File: src/rtl/sample_iter_param.sv
// Bounding-box sample iterator: latches one micropolygon with its box and walks
// every subsample position inside the box in raster order, one per handshake.
module sample_iter_param #(
    parameter int SIGFIG       = 24,
    parameter int RADIX        = 10,
    parameter int VERTS        = 3,
    parameter int AXIS         = 3,
    parameter int COLORS       = 3,
    parameter int MAX_SS_SHIFT = 3,
    parameter int SSW          = $clog2(MAX_SS_SHIFT + 1)
) (
    input  logic                           clk,
    input  logic                           rst,
    input  logic                           in_valid,
    output logic                           in_ready,
    input  logic [VERTS*AXIS*SIGFIG-1:0]   poly_in,
    input  logic [COLORS*SIGFIG-1:0]       color_in,
    input  logic [SIGFIG-1:0]              box_ll_x_in,
    input  logic [SIGFIG-1:0]              box_ll_y_in,
    input  logic [SIGFIG-1:0]              box_ur_x_in,
    input  logic [SIGFIG-1:0]              box_ur_y_in,
    input  logic [SSW-1:0]                 ss_shift_in,
    output logic                           out_valid,
    input  logic                           out_ready,
    output logic [SIGFIG-1:0]              sample_x_out,
    output logic [SIGFIG-1:0]              sample_y_out,
    output logic [VERTS*AXIS*SIGFIG-1:0]   poly_out,
    output logic [COLORS*SIGFIG-1:0]       color_out,
    output logic                           last_out
);
    localparam int PW = VERTS * AXIS * SIGFIG;
    localparam int CW = COLORS * SIGFIG;
    localparam logic [SIGFIG-1:0] ONE_PIX = SIGFIG'(1) << RADIX;

    typedef enum logic [0:0] {
        IDLE = 1'b0,
        ITER = 1'b1
    } state_t;

    // True when pos+step lands beyond ur; one extra bit keeps the sum from wrapping.
    function automatic logic beyond(input logic [SIGFIG-1:0] pos,
                                    input logic [SIGFIG-1:0] step,
                                    input logic [SIGFIG-1:0] ur);
        logic signed [SIGFIG:0] sum_v;
        sum_v = $signed({pos[SIGFIG-1], pos}) + $signed({1'b0, step});
        return sum_v > $signed({ur[SIGFIG-1], ur});
    endfunction

    state_t              state_r, state_n;
    logic                out_valid_r, out_valid_n;
    logic                last_r, last_n;
    logic [SIGFIG-1:0]   sample_x_r, sample_x_n, sample_y_r, sample_y_n;
    logic [SIGFIG-1:0]   ll_x_r, ll_x_n, ur_x_r, ur_x_n, ur_y_r, ur_y_n;
    logic [SIGFIG-1:0]   step_r, step_n;
    logic [PW-1:0]       poly_r, poly_n;
    logic [CW-1:0]       color_r, color_n;

    logic [SSW-1:0]      shift_s;
    logic [SIGFIG-1:0]   step_in_s, snap_x_s, snap_y_s;
    logic                degenerate_s, first_last_s, accept_s;
    logic                wrap_s, adv_last_s;
    logic [SIGFIG-1:0]   adv_x_s, adv_y_s;

    assign in_ready = (state_r == IDLE) && !rst;
    assign accept_s = in_valid && in_ready;

    // Clamp the requested subsample shift to the supported range.
    always_comb begin
        shift_s = ss_shift_in;
        if (int'(ss_shift_in) > MAX_SS_SHIFT) begin
            shift_s = SSW'(MAX_SS_SHIFT);
        end else begin
            shift_s = ss_shift_in;
        end
    end

    // Incoming box: step size, lower-left snapped down onto the step grid, and box classification.
    always_comb begin
        step_in_s    = ONE_PIX >> shift_s;
        snap_x_s     = box_ll_x_in & ~(step_in_s - SIGFIG'(1));
        snap_y_s     = box_ll_y_in & ~(step_in_s - SIGFIG'(1));
        degenerate_s = ($signed(box_ur_x_in) < $signed(snap_x_s)) ||
                       ($signed(box_ur_y_in) < $signed(snap_y_s));
        first_last_s = beyond(snap_x_s, step_in_s, box_ur_x_in) &&
                       beyond(snap_y_s, step_in_s, box_ur_y_in);
    end

    // Raster-order successor of the current sample and whether it is the final one.
    always_comb begin
        wrap_s     = beyond(sample_x_r, step_r, ur_x_r);
        adv_x_s    = wrap_s ? ll_x_r : sample_x_r + step_r;
        adv_y_s    = wrap_s ? sample_y_r + step_r : sample_y_r;
        adv_last_s = beyond(adv_x_s, step_r, ur_x_r) && beyond(adv_y_s, step_r, ur_y_r);
    end

    // Next-state and next-output logic.
    always_comb begin
        state_n     = state_r;
        out_valid_n = out_valid_r;
        last_n      = last_r;
        sample_x_n  = sample_x_r;
        sample_y_n  = sample_y_r;
        ll_x_n      = ll_x_r;
        ur_x_n      = ur_x_r;
        ur_y_n      = ur_y_r;
        step_n      = step_r;
        poly_n      = poly_r;
        color_n     = color_r;
        case (state_r)
            IDLE: begin
                if (accept_s && !degenerate_s) begin
                    state_n     = ITER;
                    out_valid_n = 1'b1;
                    last_n      = first_last_s;
                    sample_x_n  = snap_x_s;
                    sample_y_n  = snap_y_s;
                    ll_x_n      = snap_x_s;
                    ur_x_n      = box_ur_x_in;
                    ur_y_n      = box_ur_y_in;
                    step_n      = step_in_s;
                    poly_n      = poly_in;
                    color_n     = color_in;
                end else begin
                    state_n = IDLE;
                end
            end
            ITER: begin
                if (out_ready && last_r) begin
                    state_n     = IDLE;
                    out_valid_n = 1'b0;
                    last_n      = 1'b0;
                end else if (out_ready) begin
                    sample_x_n = adv_x_s;
                    sample_y_n = adv_y_s;
                    last_n     = adv_last_s;
                end else begin
                    state_n = ITER;
                end
            end
            default: begin
                state_n     = IDLE;
                out_valid_n = 1'b0;
                last_n      = 1'b0;
            end
        endcase
    end

    // State and datapath registers; reset discards any in-flight polygon.
    always_ff @(posedge clk) begin
        if (rst) begin
            state_r     <= IDLE;
            out_valid_r <= 1'b0;
            last_r      <= 1'b0;
            sample_x_r  <= '0;
            sample_y_r  <= '0;
            ll_x_r      <= '0;
            ur_x_r      <= '0;
            ur_y_r      <= '0;
            step_r      <= '0;
            poly_r      <= '0;
            color_r     <= '0;
        end else begin
            state_r     <= state_n;
            out_valid_r <= out_valid_n;
            last_r      <= last_n;
            sample_x_r  <= sample_x_n;
            sample_y_r  <= sample_y_n;
            ll_x_r      <= ll_x_n;
            ur_x_r      <= ur_x_n;
            ur_y_r      <= ur_y_n;
            step_r      <= step_n;
            poly_r      <= poly_n;
            color_r     <= color_n;
        end
    end

    assign out_valid    = out_valid_r;
    assign last_out     = last_r;
    assign sample_x_out = sample_x_r;
    assign sample_y_out = sample_y_r;
    assign poly_out     = poly_r;
    assign color_out    = color_r;

endmodule

File: config.mk
export PLATFORM = sky130hd
export DESIGN_NAME = sample_iter_param
export DESIGN_NICKNAME = d
export VERILOG_FILES = /design/src/rtl/sample_iter_param.sv
export SDC_FILE = /design/constraint.sdc
export NUM_CORES = 1
export LEC_CHECK = 0
export CORE_AREA = 2 2 284 286
export CTS_BUF_LIST = sky130_fd_sc_hd__clkbuf_8
export CTS_CLUSTER_DIAMETER = 50
export DETAILED_ROUTE_END_ITERATION = 10
export DIE_AREA = 0 0 286 288
export PLACE_DENSITY = 0.62
export SLEW_MARGIN = 5
export SYNTH_ARGS = -nofsm -noshare
export SYNTH_HDL_FRONTEND = slang
export SYNTH_SLANG_ARGS = --single-unit
File: constraint.sdc
create_clock -name clk -period 9.05 [get_ports clk]
set_clock_uncertainty 0.05 [all_clocks]
set_input_delay 0.905 -clock clk [delete_from_list [all_inputs] [get_ports clk]]
set_output_delay 0.905 -clock clk [all_outputs]
set_load 0.01 [all_outputs]
# Word level (Yosys, flattened, before mapping)
# Cells that the tools add are included.
[op_classes]
n_addsub = 8
order_cmp = 7
eq_ne = 5
shift = 1
n_mux = 20
bitwise_logic = 4
reduce_logical = 13
[op_table]
columns = ["cell", "count"]
rows = [
  ["$mux W24", 8],
  ["$add A24 B25 Y25", 5],
  ["$gt A25 B24 Y1", 5],
  ["$pmux W24 S2", 2],
  ["$add A24 B24 Y24", 2],
  ["$and A24 B24 Y24", 2],
  ["$lt A24 B24 Y1", 2],
  ["$not A24 Y24", 1],
  ["$shr A11 B2 Y24 const A", 1],
  ["$sub A24 B1 Y24 const B", 1],
  ["$mux W1", 7],
  ["$logic_and A1 B1 Y1", 6],
  ["$pmux W1 S2", 3],
  ["$reduce_and A2 Y1", 3],
  ["$ne A2 B1 Y1 const B", 2],
  ["$ne A2 B2 Y1 const B", 2],
  ["$ne A3 B2 Y1 const B", 1],
  ["$reduce_and A3 Y1", 1],
  ["$logic_not A1 Y1", 2],
  ["$logic_or A1 B1 Y1", 1],
  ["$not A1 Y1", 1],
]
[word_totals]
regBits = 435
inputBits = 390
out_inout_bits = 339
elab_cells = 69

# Logic depth before layout (Yosys ltp)
# Gate-level depths: netlist of run 1.
[depth]
word_depth = 10
mapped_depth = 38

# Worst setup path before layout of run 1
# Ideal clock, no wire load.
[synth_path]
kind = "reg-to-reg"
from = "reg step_r[8]"
to = "reg last_r (netlist: last_out)"
setup_time_ns = 0.132
arrival_time_ns = 6.727
required_time_ns = 8.868
slack_ns = 2.140
stages_incl_launch_ff = 35
path_buffers = 3
path_cell_list = "dfxtp_1 > inv_1 > fa_1 > nor2b_1 > o21ai_0 > and2_1 > clkbuf_1 > nor4b_1 > xor2_1 > ha_1 > nand3_1 > nor3_1 > o211ai_1 > o21ai_1 > buf_2 > buf_1 > mux2i_1 > inv_1 > ha_1 > a21o_1 > a21oi_1 > inv_1 > a21oi_1 > a221o_1 > nor3_1 > xnor2_1 > ha_1 > a21o_1 > a21o_1 > a21oi_1 > o21ai_0 > a2111oi_0 > o22ai_1 > nand4b_1 > a311oi_1"
[synth_between]
elab_chain_cells = 9
[synth_rtl]
columns = ["item", "line_no", "source"]
rows = [
  ["start, declared", "54", "logic [SIGFIG-1:0] step_r, step_n;"],
  ["start signal, assigned", "171", "step_r <= step_n;"],
  ["$add A24 B25 Y25", "45", "sum_v = $signed({pos[SIGFIG-1], pos}) + $signed({1'b0, step});"],
  ["$gt A25 B24 Y1", "46", "return sum_v > $signed({ur[SIGFIG-1], ur});"],
  ["$mux W24, on equally long branches", "91, 92", ""],
  ["$add A24 B25 Y25", "45", ""],
  ["$gt A25 B24 Y1", "46", ""],
  ["$logic_and A1 B1 Y1 *", "93", "adv_last_s = beyond(adv_x_s, step_r, ur_x_r) && beyond(adv_y_s, step_r, ur_y_r);"],
  ["$mux W1 *", "132", "end else if (out_ready) begin"],
  ["$mux W1 *", "128", "if (out_ready && last_r) begin"],
  ["$pmux W1 S2 *", "109", "case (state_r)"],
  ["end signal, assigned", "165", "last_r <= last_n;"],
  ["end, declared", "51", "logic last_r, last_n;"],
]
# Every way passes the cells marked *; elsewhere a longest branch is shown, timed or not. The select of a mux whose other input is x is not followed.
# A chain may end at the register's enable or synchronous reset.

# Worst setup path in the final report of run 1
# Same ends and word-level chain as after synthesis.

==> results of run 1 <==
stage by stage:
stage	power, uW	hold slack, ns	setup WS [ns]	std cells
after detailed placement	3150	0.396	1.17	4326
after floorplan	2600	0.384	2.14	2702
after global routing	5410	0.416	0.402	4474
after CTS	5220	0.403	1.15	4472
final	5150	0.401	1.11	4478
after global placement	3140	0.391	1.24	4326
flip-flops by register name, summed over array words and instances (netlist names), 4 cells and up:
signal,cells
poly_out,216
color_out,72
sample_x_out,24
ur_x_r,24
ur_y_r,24
ll_x_r,17
sample_y_out,17
step_r,4
critical path: cells and delay by family, from the launching register on:
family / cells / cell delay (ns)
XOR/XNOR: 2 / 0.35
AO/OA/AOI/OAI: 10 / 2.41
multiplexers: 1 / 0.39
AND/OR/NAND/NOR: 11 / 2.17
flip-flops: 1 / 0.49
buffers and inverters: 2 / 0.53
adder cells (fa/ha/maj): 4 / 1.38
how the worst max path moves through the flow:
stage                                start                     to  slack [ns]  cells after the start
global placement    step_r[8]$_SDFFE_PP0P_  last_out$_SDFFE_PP0P_        1.24                     31
floorplan           step_r[8]$_SDFFE_PP0P_  last_out$_SDFFE_PP0P_        2.14                     34
global route        step_r[8]$_SDFFE_PP0P_  last_out$_SDFFE_PP0P_        0.40                     29
detailed placement  step_r[8]$_SDFFE_PP0P_  last_out$_SDFFE_PP0P_        1.17                     30
CTS                 step_r[8]$_SDFFE_PP0P_  last_out$_SDFFE_PP0P_        1.15                     31
finish              step_r[8]$_SDFFE_PP0P_  last_out$_SDFFE_PP0P_        1.11                     30
logic make-up after synthesis:
kind of cell,count (synthesis),synth area share
muxes,25,0.0129
xor gates and xnor gates,80,0.0343
AOI/OAI and AO/OA,638,0.177
and+or+nand+nor,1084,0.223
other,1,0.000183
adders and majority gates,162,0.101
DFF,401,0.393
buffers and inverters,305,0.0602
cell usage in the layout (no fill, tap or decap), types with 15 or more instances in the layout:
cell type / Yosys / layout
o211ai_1: 23 / 23
ha_1: 158 / 158
o21ai_0: 47 / 47
mux2i_1: 16 / 16
and2_1: 25 / 25
a211oi_1: 15 / 15
nor3_1: 33 / 33
xnor2_1: 66 / 66
buf_4: 8 / 19
nand3_1: 32 / 32
nand2_1: 798 / 798
nor2_1: 88 / 87
clkdlybuf4s50_1: 0 / 706
dfxtp_1: 401 / 400
a21o_1: 39 / 39
clkbuf_8: 0 / 100
a21oi_1: 445 / 445
inv_1: 141 / 164
nand4_1: 40 / 40
final cells by class:
class | instances | area, um^2 | share of cell area
Antenna cell | 6 | 15.0 | 0.000498
Multi-Input combinational cell | 1996 | 11300 | 0.373
Clock inverter | 46 | 379 | 0.0126
Clock buffer | 100 | 1380 | 0.0456
Sequential cell | 401 | 8030 | 0.266
Inverter | 141 | 529 | 0.0175
Timing Repair Buffer | 728 | 7260 | 0.241
Tap cell | 1060 | 1330 | 0.0440
synthesized netlist by cell type, types with 4 or more instances:
library cell,number
buf_1,10
a21o_1,39
clkbuf_1,119
nor2_1,88
buf_2,24
nor4b_1,4
nand3_1,32
nand4_1,40
nor2b_1,9
buf_4,8
or2_2,8
nor3_1,33
nand2_1,798
and3_1,10
nor3b_1,5
o21ai_1,5
a211o_1,7
o211ai_1,23
a21oi_1,445
or3_1,6
nor4_1,7
o21a_1,15
ha_1,158
inv_1,141
a2111oi_0,4
a31oi_1,5
and2_1,25
xor2_1,14
mux2i_1,16
mux2_2,8
xnor2_1,66
o21ai_0,47
dfxtp_1,401
fa_1,4
a211oi_1,15
a221oi_1,5
metal layers:
metal,up-vias,global-route usage
met5,-,0
met4,22,0.0582
met3,148,0.0544
met2,644,0.334
met1,9739,0.240
li1,10400,-
power groups by stage:
stage / clock network [uW] / registers, uW / logic, uW
after floorplan: 0 / 1970 / 628
after global placement: 0 / 1950 / 1190
after detailed placement: 0 / 1960 / 1200
after CTS: 2100 / 1920 / 1200
after global routing: 2170 / 1930 / 1310
final: 2040 / 1920 / 1190
==> results.json, run 1 <==
{
  "vias": 20900,
  "fin_nets": 3903,
  "worstSetupEndpointType": "flop",
  "clk_pin_slew_ns": 0.06,
  "ctsRootBufferMaster": "clkbuf_8",
  "io_pins": 729,
  "hold_path_end": "poly_out[191]$_SDFFE_PP0P_",
  "timing.fmax_ghz": 0.126,
  "grtUsageTotal": 0.196,
  "slew_headroom": 0.216,
  "p_clk_frac": 0.395,
  "yosysTopAreaCell": "dfxtp_1",
  "synth_top_cell_area_share": 0.393,
  "core-area_um2": 79600,
  "fin_crit_sh": 0.877,
  "grt_pass1_wl_um": 124000,
  "dp_hpwl_um": 64500,
  "p_leak_uw": 0.0113,
  "vdd_ir_drop_max_mv": 0.105,
  "place_area_um2": 28400,
  "cp-start-kind": "flop",
  "final_core_util": 0.379,
  "switching_share": 0.310,
  "cts_tree": "built",
  "hold_class": "reg -> reg",
  "post-cts-setup-buffer-count": 0,
  "rsz0062_at_grt": "false",
  "wl_met1_um": 34700,
  "ctsHoldBuffers": 0,
  "final_cell_area_um2": 30200,
  "finalMaxSlewViolations": 0,
  "async_flop_share": 0,
  "yosysWarnings": 0,
  "max_stage_delay_ns": 0.58,
  "worstReg2RegEnd": "last_out$_SDFFE_PP0P_",
  "synth_seq_cells": 401,
  "ys_seq_area_frac": 0.393,
  "h-tree-depth": 3,
  "wl_met2_um": 41400,
  "synth_cell_types": 68,
  "ant_nets": 0,
  "cts_sinks": 401,
  "die-width_um": 286,
  "die_area_um2": 82400,
  "status": "finished, final reports clean",
  "synth_edf_count": 0,
  "synth_area_leaders": "dfxtp_1, nand2_1, a21oi_1",
  "r2r_slack_ns": 1.11,
  "viasPerCell": 4.67,
  "avgSynthCellArea_um2": 7.58,
  "comb_power_share": 0.232,
  "cp_max_fo": 28,
  "hold_start": "poly_out[191]$_SDFFE_PP0P_",
  "drt_wl_total_um": 84500,
  "clk_latency_ns": 0.69,
  "syn_area_um2": 20400,
  "cts_buffers": 83,
  "fillCellCount": 8352,
  "hold_violations": 0,
  "setup-violations-final": 0,
  "power.switching_uw": 1590,
  "whs_path_depth": 2,
  "rr_worst_depth": 30,
  "yosys_most_used_dff": "dfxtp_1",
  "critical_path_class": "reg -> reg",
  "highest_layer": "met5",
  "p_int_uw": 3550,
  "wl_met3_um": 6220,
  "powerDensity_nw_per_um2": 171,
  "tightest_slew_ns": 1.15,
  "seq_power_share": 0.373,
  "dieHeight_um": 288,
  "worstPathRequired_ns": 9.54,
  "grt.overflow.total": 0,
  "tns_ns": 0,
  "clockBufferDepth": 3,
  "drc": 0,
  "period_minus_slack_ns": 7.94,
  "arrival_ns": 8.43,
  "io_buffers": 707,
  "grt_pass1_vias": 19900,
  "std_cell_rows": 104,
  "area_delta_synth_final_pct": 47.6,
  "drtIter0Drc": 1148,
  "grt_max_degree": 125,
  "worst_path_max_delay_cell": "o21a_2",
  "ctsResizeCount": 0,
  "dr.pass1.iters": 8,
  "start_util": 0.257,
  "wl_per_cell_um": 18.9,
  "synthCells": 2696,
  "drive_gt1_frac": 0.0522,
  "max_cap_violations": 0,
  "place_congestion": 0.899,
  "antenna_found_initial": 22,
  "rr_startpoint": "step_r[8]$_SDFFE_PP0P_"
}
Note: power is estimated with default switching activity, not from simulation.
==> inputs of run 2 (changes only) <==
- SLEW_MARGIN: 5 -> default
==> results of run 2 <==
Final layout, timing and power as in run 1 (identical DEF).
